--- config.mk ---
export PLATFORM = sky130hd
export DESIGN_NAME = ram_arbiter
export DESIGN_NICKNAME = d
export VERILOG_FILES = /design/src/rtl/ram_arbiter.sv
export SDC_FILE = /design/constraint.sdc
export NUM_CORES = 1
export LEC_CHECK = 0
export BUFFER_PORTS_ARGS = -buffer_cell sky130_fd_sc_hd__clkbuf_2
export CAP_MARGIN = 20
export CORE_ASPECT_RATIO = 1.4
export CORE_MARGIN = 3
export CORE_UTILIZATION = 29
export DETAILED_ROUTE_END_ITERATION = 8
export GPL_TIMING_DRIVEN = 1
export MAX_ROUTING_LAYER = met4
export PLACE_DENSITY = 0.81
export SLEW_MARGIN = 25
export SYNTH_ARGS = -nofsm -noshare
export SYNTH_HDL_FRONTEND = slang
export SYNTH_SLANG_ARGS = --single-unit
--- constraint.sdc ---
create_clock -name clk -period 1.04 [get_ports clk]
set_input_delay 0.104 -clock clk [delete_from_list [all_inputs] [get_ports clk]]
set_output_delay 0.104 -clock clk [all_outputs]
set_load 0.05 [all_outputs]
--- src/rtl/ram_arbiter.sv ---
// ram_arbiter: shares one single-port RAM between the CPU memory path and a
// loader/DMA port. One access per clock, round-robin on ties, with a bounded
// loader burst lock so the CPU is never starved. Read data comes back one
// cycle after the grant and is steered to the requester that owns it.
module ram_arbiter #(
  parameter int AW        = 8,
  parameter int DW        = 8,
  parameter int MAX_BURST = 4
) (
  input  logic          clk,
  input  logic          reset,
  // CPU port
  input  logic          cpu_req,
  input  logic          cpu_we,
  input  logic [AW-1:0] cpu_addr,
  input  logic [DW-1:0] cpu_wdata,
  output logic          cpu_gnt,
  output logic          cpu_rvalid,
  output logic [DW-1:0] cpu_rdata,
  output logic          cpu_stall,
  // Loader port
  input  logic          ldr_req,
  input  logic          ldr_we,
  input  logic [AW-1:0] ldr_addr,
  input  logic [DW-1:0] ldr_wdata,
  input  logic          ldr_lock,
  output logic          ldr_gnt,
  output logic          ldr_rvalid,
  output logic [DW-1:0] ldr_rdata,
  // RAM side
  output logic [AW-1:0] ram_addr,
  output logic [DW-1:0] ram_wdata,
  output logic          ram_we,
  output logic          ram_oe,
  input  logic [DW-1:0] ram_rdata
);

  // Burst counter is 4 bits wide: MAX_BURST is limited to 1..15.
  localparam logic [3:0] MAX_BURST_C = 4'(MAX_BURST);

  logic       last_ldr_r;     // 1 when the most recent grant went to the loader
  logic [3:0] burst_cnt_r;    // consecutive loader grants while the CPU waits
  logic       rd_pend_cpu_r;  // CPU read issued last cycle
  logic       rd_pend_ldr_r;  // loader read issued last cycle

  logic       cpu_gnt_s;
  logic       ldr_gnt_s;
  logic       lock_win_s;
  logic [3:0] burst_next_s;

  // Loader keeps priority on a tie only while it holds the lock, owned the
  // previous grant and has not yet used up its burst allowance.
  always_comb begin
    lock_win_s = 1'b0;
    if (ldr_lock && last_ldr_r && (burst_cnt_r < MAX_BURST_C)) begin
      lock_win_s = 1'b1;
    end else begin
      lock_win_s = 1'b0;
    end
  end

  // Grant decision: single requester wins outright, ties go to the lock
  // holder or otherwise to the side not granted last. Nothing during reset.
  always_comb begin
    cpu_gnt_s = 1'b0;
    ldr_gnt_s = 1'b0;
    if (!reset) begin
      cpu_gnt_s = 1'b0;
      ldr_gnt_s = 1'b0;
    end else begin
      case ({cpu_req, ldr_req})
        2'b10: cpu_gnt_s = 1'b1;
        2'b01: ldr_gnt_s = 1'b1;
        2'b11: begin
          if (lock_win_s) begin
            ldr_gnt_s = 1'b1;
          end else if (last_ldr_r) begin
            cpu_gnt_s = 1'b1;
          end else begin
            ldr_gnt_s = 1'b1;
          end
        end
        default: begin
          cpu_gnt_s = 1'b0;
          ldr_gnt_s = 1'b0;
        end
      endcase
    end
  end

  // Next burst count: cleared whenever the CPU is served or not waiting,
  // saturating count of loader grants taken while the CPU waits.
  always_comb begin
    burst_next_s = burst_cnt_r;
    if (cpu_gnt_s || !cpu_req) begin
      burst_next_s = 4'd0;
    end else if (ldr_gnt_s) begin
      if (burst_cnt_r >= MAX_BURST_C) begin
        burst_next_s = MAX_BURST_C;
      end else begin
        burst_next_s = burst_cnt_r + 4'd1;
      end
    end else begin
      burst_next_s = burst_cnt_r;
    end
  end

  // Arbitration history and read-pending flags; reset squashes in-flight reads.
  always_ff @(posedge clk) begin
    if (!reset) begin
      last_ldr_r    <= 1'b1;
      burst_cnt_r   <= 4'd0;
      rd_pend_cpu_r <= 1'b0;
      rd_pend_ldr_r <= 1'b0;
    end else begin
      if (cpu_gnt_s || ldr_gnt_s) begin
        last_ldr_r <= ldr_gnt_s;
      end
      burst_cnt_r   <= burst_next_s;
      rd_pend_cpu_r <= cpu_gnt_s & ~cpu_we;
      rd_pend_ldr_r <= ldr_gnt_s & ~ldr_we;
    end
  end

  // RAM drive: mux the granted port onto the RAM bus, zeros when idle.
  always_comb begin
    ram_addr  = {AW{1'b0}};
    ram_wdata = {DW{1'b0}};
    ram_we    = 1'b0;
    ram_oe    = 1'b0;
    if (cpu_gnt_s) begin
      ram_addr  = cpu_addr;
      ram_wdata = cpu_wdata;
      ram_we    = cpu_we;
      ram_oe    = ~cpu_we;
    end else if (ldr_gnt_s) begin
      ram_addr  = ldr_addr;
      ram_wdata = ldr_wdata;
      ram_we    = ldr_we;
      ram_oe    = ~ldr_we;
    end else begin
      ram_addr  = {AW{1'b0}};
      ram_wdata = {DW{1'b0}};
      ram_we    = 1'b0;
      ram_oe    = 1'b0;
    end
  end

  // Requester-facing outputs: grants, stall and steered read data. Reads
  // pending across a reset are suppressed so no stale data is delivered.
  always_comb begin
    cpu_gnt    = cpu_gnt_s;
    ldr_gnt    = ldr_gnt_s;
    cpu_stall  = reset & cpu_req & ~cpu_gnt_s;
    cpu_rvalid = reset & rd_pend_cpu_r;
    ldr_rvalid = reset & rd_pend_ldr_r;
    if (cpu_rvalid) begin
      cpu_rdata = ram_rdata;
    end else begin
      cpu_rdata = {DW{1'b0}};
    end
    if (ldr_rvalid) begin
      ldr_rdata = ram_rdata;
    end else begin
      ldr_rdata = {DW{1'b0}};
    end
  end

endmodule

==> results of run 1 <==
==> stage by stage <==
step	setup WS [ns]	instance area (um^2)	cells	hold WS, ns	TNS (ns)
2_1_floorplan	-0.355	951	109	0.176	-6.98
3_3_place_gp	-0.361	1780	230	0.337	-6.32
3_5_place_dp	-0.394	1780	230	0.344	-7.38
==> synthesized netlist by cell type (all sizes together) <==
cell type / n / share of area
and2: 2 / 0.018
and3: 17 / 0.15
buf: 3 / 0.033
clkbuf: 5 / 0.026
conb: 1 / 0.0053
dfxtp: 7 / 0.20
ha: 1 / 0.018
inv: 3 / 0.016
nand2: 35 / 0.18
nand2b: 1 / 0.0088
nand3: 2 / 0.021
nand4: 1 / 0.0088
nand4bb: 1 / 0.016
nor2: 2 / 0.011
nor3: 2 / 0.014
nor3b: 1 / 0.026
o211a: 1 / 0.014
o211ai: 1 / 0.011
o21ai: 3 / 0.037
o21ba: 1 / 0.014
o22ai: 17 / 0.15
o31a: 1 / 0.012
o32ai: 1 / 0.012
==> logic make-up after synthesis <==
kind of cell,count (synthesis),synth area share
other cells,1,0.00526
simple gates,64,0.456
fa+ha+maj,1,0.0175
compound gates,25,0.249
flops,7,0.196
buf+inv,11,0.0754
==> summary.md, run 1 <==
| Metric | Value |
|---|---|
| CTS Hold Bufs | `0` |
| Status | `stopped before the end` |
| IO Pins | `86` |
| Cell count after synthesis | `109` |
| Chip Width | `47.9 um` |
| Die span in y | `64.7 um` |
| Post-DP HPWL | `2940 um` |
| Clk buf depth | `2` |
| Unique masters post-synth | `27` |
| Post-cts sizing count | `94` |
| Exit stage | `clock tree synthesis (4_1_cts)` |
| Syn avg cell area | `between 6 and 7 um^2` |
| Setup Fix Bufs, Post-CTS | `7` |
| Synthesis-stage register bit count | `7` |
| Seq/Total Area, Yosys | `0.196` |
| IO buf count | `85` |
| Post-Syn Area | `713 um^2` |
| Placer Congestion | `0.814` |
| Row Count | `20` |
| CTS Buf Count | `3` |
| Root buffer cell | `clkbuf_4` |
| First Err | `[ERROR DPL-0038] Utilization greater than 100%, impossible to legalize` |
| Synth warn | `0` |
| Clk sink count | `7` |
| Syn nets | `157` |
| Starting Density | `0.317` |
| H-tree depth | `1` |
==> run 2: changes to the inputs <==
CORE_AREA = 3 3 64 66   (was default)
CORE_ASPECT_RATIO = default   (was 1.4)
CORE_MARGIN = default   (was 3)
CORE_UTILIZATION = default   (was 29)
DIE_AREA = 0 0 67 69   (was default)
MAX_ROUTING_LAYER = default   (was met4)
PLACE_DENSITY = default   (was 0.81)
PLACE_DENSITY_LB_ADDON = 0.15   (was default)
clock period = 1.35 ns   (was 1.04 ns; I/O delays follow)
==> run 2 against run 1 <==
The flow now finishes, with violations (setup timing). Area after synthesis is the same. Synthesized cell count is the same.
==> summary.md, run 2 <==
| Metric | Value |
|---|---|
| CP Capture Type | `primary output` |
| Combinational group share of total power | `0.589` |
| CP top delay family | `buffers and inverters` |
| Clock Power Share | `0.230` |
| Synth warn | `0` |
| Worst hold path type | `in -> reg` |
| Syn avg cell area | `~6.5 um^2` |
| Violated checks | `setup timing` |
| Ranking of synthesized cells by area | `dfxtp_1 (20%), nand2_1 (18%), and3_1 (15%)` |
| Final Max Slew Viols | `0` |
| Setup crit start kind | `flip-flop` |
| CP startpoint | `burst_cnt_r[3]` |
| Most frequent cell after synthesis | `nand2_1` |
| VDD IR max | `about 0.00034 V` |
| Commonest non-fill, non-tap cell in the layout | `clkbuf_2` |
| Tot GR Track Use | `0.129` |
| Worst Clk Skew | `0.00328 ns` |
| Detailed-route vias per instance | `4.58` |
| Hold slack | `around 0.16 ns` |
| Clk buf depth | `2` |
| CP most frequent cell | `buf_12` |
| Net Sw Frac | `0.404` |
| Chip Width | `67 um` |
| Ant diodes | `0` |
| Starting Density | `0.196` |
| CP endpoint | `ram_oe` |
| WL/cell | `12.1 um` |
| Worst stage delay on the critical path | `0.33 ns` |
| Pwr Density | `670 nW/um^2` |
| PnR worst setup slack | `-0.273 ns` |
| Internal power | `0.743 mW` |
| Post-synth top flop | `dfxtp_1` |
| Largest net degree at the start of global routing | `39` |
| Largest register FFs | `4` |
| CP bufs+invs | `2` |
| Post-DP HPWL | `2470 um` |
| Dpl cell area | `1650 um^2` |
| Yosys top cell by area | `dfxtp_1` |
| IO buf count | `85` |
| Worst-case reg-to-reg path depth | `4` |
| Final Util | `0.512` |
| CTS Buf Count | `3` |
| CP Max Fanout | `11` |
| Crit Path Category | `reg -> out` |
| Synthesis-stage register bit count | `7` |
| TritonCTS clock tree | `built` |
| Status | `finished, violations left` |
| IO Pins | `86` |
| Drt drc | `0` |
| Placer Congestion | `slightly below 0.8` |
| Root buffer cell | `clkbuf_8` |
| Fmax achieved | `616 MHz` |
| CP max stage cell | `dfxtp_2` |
| Post-route cell area | `about 1900 um^2` |
| Crit-path cells | `nor3b_4, o21ai_4, buf_12, o32ai_4, buf_12` |
| Clock Latency Late Sink | `0.22 ns` |
| First-pass detailed-route iteration total | `2` |
| NetSw | `about 0.5 mW` |
| CTS clk-pin slew, worst paths | `0.04 ns` |
| Final setup fails | `21` |
| Top reg by flops | `burst_cnt_r` |
| DR iter-0 viols | `12` |
| Remaining antenna violation count | `0` |
| Core Footprint | `3630 um^2` |
| Tmin final | `roughly 1.6 ns` |
| WP depth | `5` |
| Seq/Total Area, Yosys | `0.196` |
| Sequential Power Share | `0.181` |
| Die span in y | `just under 70 um` |
| Unique masters post-synth | `27` |
| Die area | `~4600 um^2` |
| Number of global-route vias before repair | `around 1100` |
| Area share of the largest cell type after synthesis | `0.196` |
| FFs w/ async S/R, synth | `0` |
| Final hold violation count | `0` |
| Max cap viols | `0` |
| Initial antenna violation count | `0` |
| Final nets | `250` |
| CP required | `1.22 ns` |
| Setup TNS | `-3.76 ns` |
| Post-Syn Area | `about 700 um^2` |
| Unrepaired setup endpoints after global routing | `true` |
| Design Power | `1.25 mW` |
| Final WL | `3020 um` |
| Row Count | `22` |
| R2r endpoint | `burst_cnt_r[1]` |
| Crit path arrival time | `between 1 and 1.5 ns` |
| Clk sink count | `7` |
| Vias | `1140` |
| H-tree depth | `1` |
| RR Startpoint | `burst_cnt_r[3]` |
| Number of flops mapped to enable cells by yosys | `0` |
| GR Overflow Total | `0` |
| Cell count after synthesis | `109` |
| Post-synth top cells | `nand2_1 (35), and3_1 (17), o22ai_1 (17), dfxtp_1 (7), clkbuf_1 (5)` |
| First-pass GRT wire length | `4740 um` |
| Area grow syn2layout | `161%` |
| Layout cells sized above 1 | `0.612` |
| Most frequent cells in the layout | `clkbuf_2 (62), nand2_1 (35), and3_1 (17), o22ai_4 (14), buf_12 (14)` |
| Syn nets | `approximately 160` |
| Reg2Reg Setup Slack | `0.24 ns` |
| Leakage | `0.914 nW` |
| Period utilization | `1.20` |
-- run 2: cell counts after synthesis --
No cell type changed its count.
-- run 2: power by group through the flow --
stage | logic, mW | clock network (mW) | registers, mW
floorplan | 0.414 | 0 | 0.226
global placement | 0.646 | 0 | 0.227
detailed placement | 0.655 | 0 | 0.228
CTS | 0.722 | 0.295 | 0.225
global route | 0.776 | 0.311 | 0.226
finish | 0.734 | 0.287 | 0.225
-- run 2: final cells by class --
class / instances / area, um^2
Fill cell: 362 / 1770
Timing Repair Buffer: 96 / 840
Multi-Input combinational cell: 91 / 763
Sequential cell: 7 / 141
Tap cell: 48 / 60.1
Clock buffer: 4 / 45.0
Inverter: 3 / 11.3
-- run 2: worst min-delay path by stage --
stage                          endpoint  slack, ns  depth (start not counted)   start
after floorplan           rd_pend_cpu_r       0.21                          1  cpu_we
after detailed placement  rd_pend_ldr_r       0.38                          2  ldr_we
after global placement    rd_pend_ldr_r       0.38                          2  ldr_we
final                     rd_pend_ldr_r       0.16                          2  ldr_we
after global routing      rd_pend_cpu_r       0.17                          2  cpu_we
after CTS                 rd_pend_ldr_r       0.15                          2  ldr_we
-- run 2: stage by stage --
step | std cells | setup slack [ns]
finish | 249 | -0.273
global route | 249 | -0.347
CTS | 249 | -0.289
detailed placement | 245 | -0.0709
global placement | 245 | -0.0596
floorplan | 109 | -0.0756
-- run 2: worst register-to-register path: stages, from the launching register on --
cell and delay [ns]:
dfxtp_2 0.33, nor3b_4 0.25, buf_4 0.17, o21ba_4 0.16, and3_1 0.15
-- run 2: per-layer routing --
metal,wire (um),global-route usage,up-vias
met3,299,0.0326,4
met4,35,0.0405,0
met5,0,0,-
met2,1540,0.233,54
li1,-,-,577
met1,1150,0.143,505
-- run 2: repair_timing --
item / 4_1_cts / 5_1_grt
pin swaps: 9 / 1
setup buffers: 1 / 0
gates resized for setup: 33 / 10
hold buffers: 0 / 0
endpoints found under the setup margin: 21 / 21
-- run 2: cells by family after synthesis --
group                    synth area share
AND/OR/NAND/NOR                     0.456
AO/OA/AOI/OAI                       0.249
buffers and inverters              0.0754
flip-flops                          0.196
adder cells (fa/ha/maj)            0.0175
other                             0.00526
No activity file was read; power rests on OpenSTA's default activity.
==> run 3: changes to the inputs <==
MAX_ROUTING_LAYER = met4   (was default)
==> run 3 against run 2 <==
The flow still finishes with violations (setup timing). Largest power group unchanged. Clock power is essentially flat. Clock skew hardly changed. Critical path type unchanged. Global-route usage up 0.35 points. Largest cell class unchanged. Critical path depth did not move.
==> summary.md, run 3 (same netlist as run 2, synthesis figures left out) <==
| Metric | Value |
|---|---|
| Detailed-route vias per instance | `4.57` |
| Commonest non-fill, non-tap cell in the layout | `clkbuf_2` |
| Final Util | `0.512` |
| CP max stage cell | `dfxtp_2` |
| FILL cells | `362` |
| Crit path arrival time | `1.49 ns` |
| Final Max Slew Viols | `0` |
| Top reg by flops | `burst_cnt_r` |
| Remaining antenna violation count | `0` |
| Worst Clk Skew | `0.00329 ns` |
| Unrepaired setup endpoints after global routing | `true` |
| CP most frequent cell | `buf_12` |
| Vias | `1139` |
| Violated checks | `setup timing` |
| Row Count | `22` |
| Final setup fails | `21` |
| Fmax achieved | `616 MHz` |
| Root buffer cell | `clkbuf_8` |
| Clk buf depth | `2` |
| TritonCTS clock tree | `built` |
| Tot GR Track Use | `0.133` |
| Worst stage delay on the critical path | `roughly 0.33 ns` |
| CP Capture Type | `primary output` |
| Initial antenna violation count | `0` |
| Core Footprint | `3630 um^2` |
| Setup crit start kind | `flip-flop` |
| VDD IR max | `0.000345 V` |
| Hold Startpoint | `ldr_we` |
| CP required | `between 1 and 1.5 ns` |
| Ant diodes | `0` |
| Final WL | `3020 um` |
| RR Startpoint | `burst_cnt_r[3]` |
| CP bufs+invs | `2` |
| Drt drc | `0` |
| Crit-path cells | `nor3b_4, o21ai_4, buf_12, o32ai_4, buf_12` |
| Clock Latency Late Sink | `0.22 ns` |
| H-tree depth | `1` |
| Tmin final | `1.62 ns` |
| Layout cells sized above 1 | `0.612` |
| Final nets | `250` |
| Final hold violation count | `0` |
| First-pass detailed-route iteration total | `2` |
| CP top delay family | `buffers and inverters` |
| GR Overflow Total | `0` |
| Crit Path Category | `reg -> out` |
| Design Power | `1.25 mW` |
| Period utilization | `1.20` |
| Largest net degree at the start of global routing | `39` |
| CTS clk-pin slew, worst paths | `0.04 ns` |
| Largest register FFs | `4` |
| IO buf count | `85` |
| CTS Buf Count | `3` |
| DR iter-0 viols | `10` |
| Chip Width | `67 um` |
| Area taken by flip-flops and latches | `141 um^2` |
| Die span in y | `~69 um` |
| Pwr Density | `669 nW/um^2` |
| Status | `finished, violations left` |
| IO Pins | `86` |
| Most frequent cells in the layout | `clkbuf_2 (62), nand2_1 (35), and3_1 (17), o22ai_4 (14), buf_12 (14)` |
| Starting Density | `0.196` |
| Max cap viols | `0` |
| CP Max Fanout | `11` |
| Number of global-route vias before repair | `about 1100` |
| Area grow syn2layout | `161%` |
| CP startpoint | `burst_cnt_r[3]` |
| WL/cell | `12.1 um` |
| Clk sink count | `7` |
| Dpl ws | `-0.0709 ns` |
| Leakage | `0.914 nW` |
| Die area | `4620 um^2` |
| Post-DP HPWL | `about 2500 um` |
| Placer Congestion | `between 0.7 and 0.8` |
| PnR worst setup slack | `-0.272 ns` |
| Worst hold path type | `in -> reg` |
| First-pass GRT wire length | `between 4000 and 5000 um` |
| Multi-input gate area | `about 760 um^2` |
==> run 3: cell counts in the layout (fill, tap and decap cells not counted) <==
Identical to the previous run, type by type.
==> run 3: worst reg2reg max path, stage by stage, from the launching register on <==
cell and delay (ns):
dfxtp_2 0.33, nor3b_4 0.25, buf_4 0.17, o21ba_4 0.16, and3_1 0.15
==> run 3: report_power, final <==
group	internal, mW	leakage [nW]	switching (mW)
Combinational	0.323	0.833	0.411
Clock	0.204	0.0228	0.0824
Sequential	0.216	0.0574	0.00905
==> run 3: metrics by stage <==
stage | setup TNS, ns | instance area (um^2) | std cells | hold slack, ns
finish | -3.76 | 1860 | 249 | 0.160
floorplan | -1.29 | 935 | 109 | 0.207
global placement | -0.748 | 1650 | 245 | 0.378
CTS | -4.20 | 1840 | 249 | 0.152
detailed placement | -0.886 | 1650 | 245 | 0.385
global route | -5.15 | 1860 | 249 | 0.172
==> run 3: layer usage <==
layer  GRT usage  up-vias  part of all wire
met5           -        -                 0
met4      0.0405        0             0.011
met3      0.0277        4             0.091
met2       0.233       54              0.51
met1       0.146      504              0.39
li1            -      577                 -
==> run 3: repair_timing <==
item	CTS	global route
buffers inserted	1	0
setup endpoints to repair	21	21
pin swaps	9	1
gates resized for setup	33	10
hold buffers	0	0
==> run 3: worst paths after layout <==
kind | to | slack [ns] | depth (start not counted)
max | ram_oe | -0.27 | 5
min | rd_pend_ldr_r | 0.16 | 2
max reg2reg | burst_cnt_r[1] | 0.25 | 4
min reg2reg | burst_cnt_r[0] | 0.45 | 1
==> run 3: cell type report <==
class	count	share of cell area
Clock buffer	4	0.0242
Multi-Input combinational cell	91	0.410
Timing Repair Buffer	96	0.451
Sequential cell	7	0.0760
Tap cell	48	0.0323
Inverter	3	0.00605
